`src/rtl/rr_resource_scheduler.sv`:
```
// rr_resource_scheduler: round-robin owner-holds-until-done arbiter with hold timeout and turnaround gap
module rr_resource_scheduler #(
    parameter int N_REQ    = 8,
    parameter int MAX_HOLD = 16
) (
    input  logic                     i_clk,
    input  logic                     i_rst_n,
    input  logic [N_REQ-1:0]         i_req,
    input  logic                     i_res_busy,
    input  logic                     i_done,
    output logic [N_REQ-1:0]         o_gnt,
    output logic [$clog2(N_REQ)-1:0] o_gnt_id,
    output logic                     o_gnt_valid,
    output logic                     o_timeout,
    output logic [15:0]              o_timeout_cnt
);
    localparam int IW = $clog2(N_REQ);
    localparam int HW = $clog2(MAX_HOLD + 1);
    typedef enum logic [1:0] {IDLE, OWN, GAP} state_t;
    state_t           state_q, state_d;
    logic [N_REQ-1:0] gnt_q, gnt_d, above, masked, pick, winner;
    logic [IW-1:0]    last_ptr_q, last_ptr_d;
    logic [HW-1:0]    hold_cnt_q, hold_cnt_d;
    logic             gnt_valid_q, gnt_valid_d, timeout_q, timeout_d;
    logic [15:0]      timeout_cnt_q, timeout_cnt_d;
    logic             release_own, at_limit;

    function automatic logic [IW-1:0] encode(input logic [N_REQ-1:0] oh);
        encode = '0;
        for (int i = 0; i < N_REQ; i++) if (oh[i]) encode = encode | IW'(i);
    endfunction

    // Requests strictly above the last winner take precedence; otherwise wrap to the lowest set bit.
    always_comb begin
        above       = ({N_REQ{1'b1}} << last_ptr_q) << 1;
        masked      = i_req & above;
        pick        = |masked ? masked : i_req;
        winner      = pick & (-pick);
        release_own = i_done || !(|(i_req & gnt_q));
        at_limit    = hold_cnt_q == HW'(MAX_HOLD);
    end

    always_comb begin
        state_d       = state_q;
        gnt_d         = gnt_q;
        hold_cnt_d    = hold_cnt_q;
        timeout_d     = 1'b0;
        timeout_cnt_d = timeout_cnt_q;
        case (state_q)
            IDLE: if (|i_req && !i_res_busy) begin
                state_d    = OWN;
                gnt_d      = winner;
                hold_cnt_d = HW'(1);
            end
            OWN: if (release_own || at_limit) begin
                state_d       = GAP;
                gnt_d         = '0;
                hold_cnt_d    = '0;
                timeout_d     = !release_own;
                timeout_cnt_d = (!release_own && timeout_cnt_q != 16'hFFFF) ? timeout_cnt_q + 16'd1 : timeout_cnt_q;
            end else begin
                hold_cnt_d = hold_cnt_q + HW'(1);
            end
            default: state_d = IDLE;
        endcase
        gnt_valid_d = |gnt_d;
        // The owner's index is only consulted again in IDLE, so latching it during OWN is early enough.
        last_ptr_d  = (state_q == OWN) ? o_gnt_id : last_ptr_q;
    end

    always_ff @(posedge i_clk) begin
        if (!i_rst_n) begin
            state_q       <= IDLE;
            gnt_q         <= '0;
            gnt_valid_q   <= 1'b0;
            hold_cnt_q    <= '0;
            timeout_q     <= 1'b0;
            timeout_cnt_q <= '0;
            last_ptr_q    <= IW'(N_REQ - 1);
        end else begin
            state_q       <= state_d;
            gnt_q         <= gnt_d;
            gnt_valid_q   <= gnt_valid_d;
            hold_cnt_q    <= hold_cnt_d;
            timeout_q     <= timeout_d;
            timeout_cnt_q <= timeout_cnt_d;
            last_ptr_q    <= last_ptr_d;
        end
    end

    assign o_gnt         = gnt_q;
    assign o_gnt_id      = encode(gnt_q);
    assign o_gnt_valid   = gnt_valid_q;
    assign o_timeout     = timeout_q;
    assign o_timeout_cnt = timeout_cnt_q;
endmodule

```
`config.mk`:
```
export PLATFORM = sky130hd
export DESIGN_NAME = rr_resource_scheduler
export DESIGN_NICKNAME = d
export VERILOG_FILES = /design/src/rtl/rr_resource_scheduler.sv
export SDC_FILE = /design/constraint.sdc
export NUM_CORES = 1
export LEC_CHECK = 0
export CAP_MARGIN = 20
export CORE_AREA = 3 3 60 73
export CTS_BUF_LIST = sky130_fd_sc_hd__clkbuf_2 sky130_fd_sc_hd__clkbuf_4 sky130_fd_sc_hd__clkbuf_8
export DETAILED_ROUTE_END_ITERATION = 12
export DIE_AREA = 0 0 63 76
export PLACE_DENSITY = 0.84
export SYNTH_ARGS = -nofsm -noshare
export SYNTH_HDL_FRONTEND = slang
export SYNTH_SLANG_ARGS = --single-unit
```
`constraint.sdc`:
```
create_clock -name i_clk -period 2.1 [get_ports i_clk]
set_input_delay 0.525 -clock i_clk [delete_from_list [all_inputs] [get_ports i_clk]]
set_output_delay 0.525 -clock i_clk [all_outputs]
set_load 0.05 [all_outputs]
```
==> results.yml, run 1 <==
status:
  status: "complete, no violations"
pwr:
  cellLeakagePower_nw: 1.186
  p_int_mw: 1.128
  sw_frac_of_total_pct: 28.26
  p_seq_share_pct: 46.1
  clkPwrFrac_pct: 33.9
  p_comb_share_pct: 20.0
  switchingPower_mw: 0.4443
  ir_drop_v: 0.0006162
  p_per_area_mw_per_mm2: 577.8
placed_design:
  port_buffers: 40
  dp_slack_ns: -0.3596
  finalWeightedCongestion: 1.001
  hpwl_mm: 3.947
  dpl.cell_count: 341
die:
  dieWidth_um: 63
  design.die.area_sq_mm: 0.004788
  start_util_pct: 53.25
  ioPinCount: 41
  die_h_um: 76
  coreArea_sq_mm: 0.003694
  num_rows: 24
run:
  max_cap_violations: 0
layout:
  syn_to_final_growth_pct: 38.36
  final_nets: 311
  layout_common_cells: "39 x buf_4, 36 x dfxtp_1, 33 x nor2_1"
  drive_gt1_share_pct: 21.62
  antenna_cells_inserted: 0
  fin_cells: 348
  final_common_cell: "buf_4"
yosys:
  synth-seq-area-share_pct: 36.64
  async_flop_share_pct: 0
  synthSimpleGateAreaFrac_pct: 31.87
  netlist_instances: 225
  synth-compound-area-share_pct: 18.45
  synthFlopType: "dfxtp_1"
  synth_top_family_by_area: "simple AND/OR/NAND/NOR gates"
  synth_edf_count: 0
  synth_cell_type_count: 57
  yosysWarnings: 0
  synth-xor-area-share_pct: 7.570
  muxShareOfSynthArea_pct: 0.5089
  ys_seq_elements: 36
  avgSynthCellArea_sq_um: 8.742
  syn-num-nets: 240
  netlist_area_sq_mm: 0.001967
  synthAdderAreaFrac_pct: 1.908
cts:
  htreeDepth: 2
  path_clk_slew_ns: 0.07
  worstSkewPairLatency_ns: 0.29
  clock_sinks: 36
  cts_root_buf: "clkbuf_8"
  numCtsBuffers: 5
  ctsLongestPathBuffers: 2
  cts-hold-fix-buffers: 0
  cts_tree: "built"
route:
  via_count: 1951
  drcViolationCount: 0
  drtIter0Drc: 145
  wire_per_inst_um: 15.14
  dr.pass1.iters: 4
  ant_nets: 0
  via_per_inst: 5.606
  wl_mm: 5.267
setup_path:
  worstReg2RegStart: "last_ptr_q[2]"
  crit_arrival_ns: 1.52
  cp-startpoint: "o_gnt[2]"
  crit_chain: "clkdlybuf4s50_1"
  crit_path_max_incr_delay_ns: 0.84
  crit_fanout: 4
  cp-start-kind: "register"
  path_class: "reg -> out"
  cp_num_buf_inv: 1
  end_kind: "output pin"
  cp_top_family: "buffers and inverters"
  required_ns: 1.57
  cp_slowest_cell: "clkdlybuf4s50_1"
min_path:
  hold_path.class: "reg -> reg"
  hold_start: "o_timeout_cnt[15]"
sta:
  rsz0062_at_grt: "false"
  slew_headroom_pct: 66.45
  period_minus_slack_ns: 2.047
  fin_crit_sh_pct: 97.50
  finClkSkew_ns: 0.001839
  slew_viol_final: 0
  tightestPinTransition_ns: 0.5017
  setup_viol: 0
  hold_viol: 0
  setup_slack_ns: 0.05258
  fmax_mhz: 488.4
global_routing:
  first_global_vias: 1886
  grt_max_degree: 28
  grt_overflow_total: 0
  grt_use_total_pct: 22.59
  antenna_found_initial: 0
  grt_pass1_wl_mm: 8.652
layout make-up:
| cell class | instances | area (sq um) |
|---|---|---|
| Multi-Input combinational cell | 177 | 1197 |
| Fill cell | 296 | 972.2 |
| Sequential cell | 36 | 720.7 |
| Timing Repair Buffer | 69 | 615.6 |
| Clock buffer | 7 | 96.34 |
| Tap cell | 52 | 65.06 |
| Inverter | 7 | 26.28 |
power by group through the flow:
stage	Sequential, mW	Clock, mW	Combinational [mW]
floorplan	0.759	0	0.153
global placement	0.739	0	0.306
detailed placement	0.739	0	0.310
CTS	0.724	0.543	0.315
global route	0.727	0.578	0.337
finish	0.725	0.533	0.315
flip-flops by register name, summed over array words and instances, names as in the netlist:
signal and count:
last_ptr_q 3, state_q 2, o_gnt_valid 1, o_timeout 1, o_gnt 8, o_timeout_cnt 16, hold_cnt_q 5
final timing paths:
check / slack (ns) / end / depth (start not counted)
worst max register to register: 0.22 / o_gnt_valid / 6
worst max-delay path: 0.05 / o_gnt[2] / 1
worst min-delay path: 0.54 / o_timeout_cnt[15] / 2
worst min register to register: 0.54 / o_timeout_cnt[15] / 2
layer usage:
| metal | vias to the layer above | track usage, % | part of all wire, % |
|---|---|---|---|
| met5 | - | 0 | 0 |
| met4 | 0 | 13.69 | 2.4 |
| met3 | 10 | 4.867 | 5.6 |
| met2 | 69 | 39.39 | 51 |
| met1 | 914 | 24.56 | 41 |
| li1 | 958 | - | - |
Yosys cell counts (all sizes together), types with 2 or more instances:
cell type	n	share of area [%]
dfxtp	36	37
o211ai	3	1.4
nor2	34	6.6
buf	2	1.1
ha	3	1.9
and3	8	2.5
nand4	8	2.9
a32oi	4	2.2
a22oi	6	2.5
and2	3	0.95
a2bb2oi	2	0.89
o21bai	2	0.95
nand2	18	3.4
a21boi	2	0.95
nor2b	4	1.3
nor3	9	2.9
nor4	6	2.7
nand3	10	2.5
xnor2	7	3.1
clkbuf	3	0.57
a21oi	9	2.3
inv	6	1.1
nand2b	4	1.7
o21ai	4	1.2
or4	3	1.1
xor2	10	4.5
cell families after synthesis:
family                     count (synthesis)
adders and majority gates                  3
xor gates and xnor gates                  17
and+or+nand+nor                          113
muxes                                      1
AOI/OAI and AO/OA                         43
buffers and inverters                     12
DFF                                       36
repair_timing:
action / CTS / global route
endpoints found under the setup margin: 2 / 16
gates cloned: 0 / 0
pin swaps: 0 / 3
endpoints found under the hold margin: 0 / 0
gates resized for setup: 2 / 9
buffers inserted: 0 / 0
metrics by stage:
stage          util (%)  cell area (sq um)  TNS [ns]  total power, mW  hold WS, ns
3_3_place_gp      70.16               2591    -5.145            1.045       0.5173
6_report          73.68               2721         0            1.572       0.5409
5_1_grt           73.68               2721         0            1.642       0.5749
3_5_place_dp      70.16               2591    -6.156            1.050       0.5309
4_1_cts           73.07               2699         0            1.581       0.5458
2_1_floorplan         -               1967         0           0.9121       0.5021
worst min-delay path: cells and delay by family (launching register included):
kind	cells	cell delay, ns
and+or+nand+nor	1	0.07
xor gates and xnor gates	1	0.08
DFF	1	0.36
No activity file was read; power rests on OpenSTA's default activity.
==> inputs of run 2 (changes only) <==
--- a/config.mk
+++ b/config.mk
@@ -10,7 +10,7 @@
 export CTS_BUF_LIST = sky130_fd_sc_hd__clkbuf_2 sky130_fd_sc_hd__clkbuf_4 sky130_fd_sc_hd__clkbuf_8
 export DETAILED_ROUTE_END_ITERATION = 12
 export DIE_AREA = 0 0 63 76
-export PLACE_DENSITY = 0.84
+export PLACE_DENSITY = 0.8
 export SYNTH_ARGS = -nofsm -noshare
 export SYNTH_HDL_FRONTEND = slang
 export SYNTH_SLANG_ARGS = --single-unit
==> run 2 against run 1 <==
Sequential share of layout area is 0.36 points lower. Critical path depth rose by 7. Clock power down 0.8%. Cell count is 0.86% higher. Largest power group unchanged. First-iteration DRC count decreased by 25%. Sequential power hardly changed. Power is 0.36% higher. Routed wire length increased by 2.7%. Cell area is 1.4% higher. Register-to-register slack lost 0.06 ns. Global-route usage up 0.69 points. Highest routed layer unchanged.
==> results.yml, run 2 (synthesized netlist as in run 1, its figures left out) <==
setup_path:
  cp-startpoint: "i_req[1]"
  cp_num_buf_inv: 3
  crit_path_max_incr_delay_ns: 0.57
  end_kind: "register"
  cpMostUsedCell: "buf_4"
  crit_fanout: 4
  cp_slowest_cell: "clkdlybuf4s50_1"
  cp_top_family: "buffers and inverters"
  worstReg2RegStart: "o_timeout_cnt[9]"
  crit_chain: "clkdlybuf4s50_1 -> buf_4 -> nor2b_1 -> o21ai_1 -> buf_4 -> and3_1 -> a21boi_1 -> a41oi_2"
  required_ns: 2.26
  path_class: "in -> reg"
  critical_path_depth: 8
  cp-start-kind: "primary input"
  crit_arrival_ns: 2.22
  rr_worst_depth: 6
layout:
  largest_reg_flops: 16
  post-route-util_pct: 74.70
  antenna_cells_inserted: 0
  layout_common_cells: "43 x buf_4, 36 x dfxtp_1, 33 x nor2_1"
  drive_gt1_share_pct: 25.08
  final_common_cell: "buf_4"
  design_area_sq_mm: 0.002759
  fin_cells: 351
  syn_to_final_growth_pct: 40.27
  final_nets: 313
route:
  wire_per_inst_um: 15.40
  met1_length_mm: 2.188
  via_per_inst: 5.712
  drcViolationCount: 0
  via_count: 2005
  route.met3.wl_um: 358
  drtIter0Drc: 109
  highest_layer: "met4"
  wl_mm: 5.407
  wl_met2_mm: 2.791
  dr.pass1.iters: 4
  ant_nets: 0
pwr:
  cellLeakagePower_nw: 1.162
  clkPwrFrac_pct: 33.5
  p_comb_share_pct: 20.6
  p_seq_share_pct: 45.9
  ir_drop_v: 0.0003844
  switchingPower_mw: 0.4463
  p_per_area_mw_per_mm2: 572.0
  p_int_mw: 1.132
  sw_frac_of_total_pct: 28.28
placed_design:
  port_buffers: 40
  dpl.cell_count: 343
  dp_slack_ns: -0.3852
  placedInstanceArea_sq_mm: 0.002601
  hpwl_mm: 3.954
  finalWeightedCongestion: 0.9086
sta:
  finClkSkew_ns: 0.006362
  fmax_mhz: 484.1
  rsz0062_at_grt: "true"
  setup_slack_ns: 0.03435
  fin_crit_sh_pct: 98.36
  hold_viol: 0
  slew_viol_final: 0
  period_minus_slack_ns: 2.066
  tightestPinTransition_ns: 0.5171
  timing.hold.ws_ns: 0.5351
  slew_headroom_pct: 65.42
  setup_viol: 0
cts:
  htreeDepth: 2
  clock_sinks: 36
  path_clk_slew_ns: 0.07
  cts-hold-fix-buffers: 0
  cts_tree: "built"
  ctsLongestPathBuffers: 2
  cts_root_buf: "clkbuf_8"
  worstSkewPairLatency_ns: 0.28
  numCtsBuffers: 5
global_routing:
  antenna_found_initial: 0
  first_global_vias: 2033
  grt_overflow_total: 0
  grt_max_degree: 28
  grt_pass1_wl_mm: 9.190
  grt_use_total_pct: 23.28
die:
  num_rows: 24
  dieWidth_um: 63
  start_util_pct: 53.25
  design.die.area_sq_mm: 0.004788
  die_h_um: 76
  ioPinCount: 41
  coreArea_sq_mm: 0.003694
min_path:
  holdPathStages: 2
  hold_path.class: "reg -> reg"
  hold_start: "o_gnt[3]"
status:
  status: "complete, no violations"
run:
  max_cap_violations: 0
==> run 2: cell count changes in the layout (fill, tap and decap cells not counted), moves of 3 or more <==
cell            change
nor4_2              +3
buf_4               +4
dlymetal6s2s_1      -4
nor4_1              -3
==> run 2: path summary, 6_finish.rpt <==
check,end,slack (ns)
worst max-delay path,o_gnt_valid,0.03
worst min register to register,o_gnt[3],0.54
worst max register to register,o_timeout_cnt[1],0.16
worst min-delay path,o_gnt[3],0.54
==> run 2: cell type report <==
| class | instances | area (sq um) |
|---|---|---|
| flip-flops and latches | 36 | 720.7 |
| well taps | 52 | 65.06 |
| inverters | 7 | 26.28 |
| repair buffers | 71 | 613.1 |
| clock buffers | 8 | 97.59 |
| fillers | 297 | 934.6 |
| multi-input cells | 177 | 1236 |
==> run 2: layer usage <==
| layer | vias up | track usage [%] |
|---|---|---|
| li1 | 961 | - |
| met1 | 956 | 26.83 |
| met2 | 81 | 40.87 |
| met3 | 7 | 6.047 |
| met4 | 0 | 8.389 |
| met5 | - | 0 |
==> run 2: per-stage QoR <==
stage / setup TNS, ns / power (mW)
floorplan: 0 / 0.9121
global placement: -6.808 / 1.054
detailed placement: -6.300 / 1.054
CTS: 0 / 1.581
global route: -0.3072 / 1.651
finish: 0 / 1.578
==> run 2: what timing repair did <==
item                                    CTS  global route
resized for setup                         4            12
pin swaps                                 1             1
buffers inserted                          0             0
endpoints found under the setup margin    3            21
==> run 2: power by group through the flow <==
stage	clock, mW	sequential (mW)	combinational, mW
after detailed placement	0	0.739	0.315
after global routing	0.575	0.727	0.349
after global placement	0	0.740	0.314
after CTS	0.540	0.723	0.318
final	0.529	0.724	0.324
after floorplan	0	0.759	0.153
==> run 2: worst reg2reg max path: stages (launching register included) <==
cell and delay [ns]:
dfxtp_1 0.41, and3_1 0.24, nand3_1 0.21, o211ai_2 0.51, buf_4 0.23, mux2i_1 0.18
nor2_1 0.05
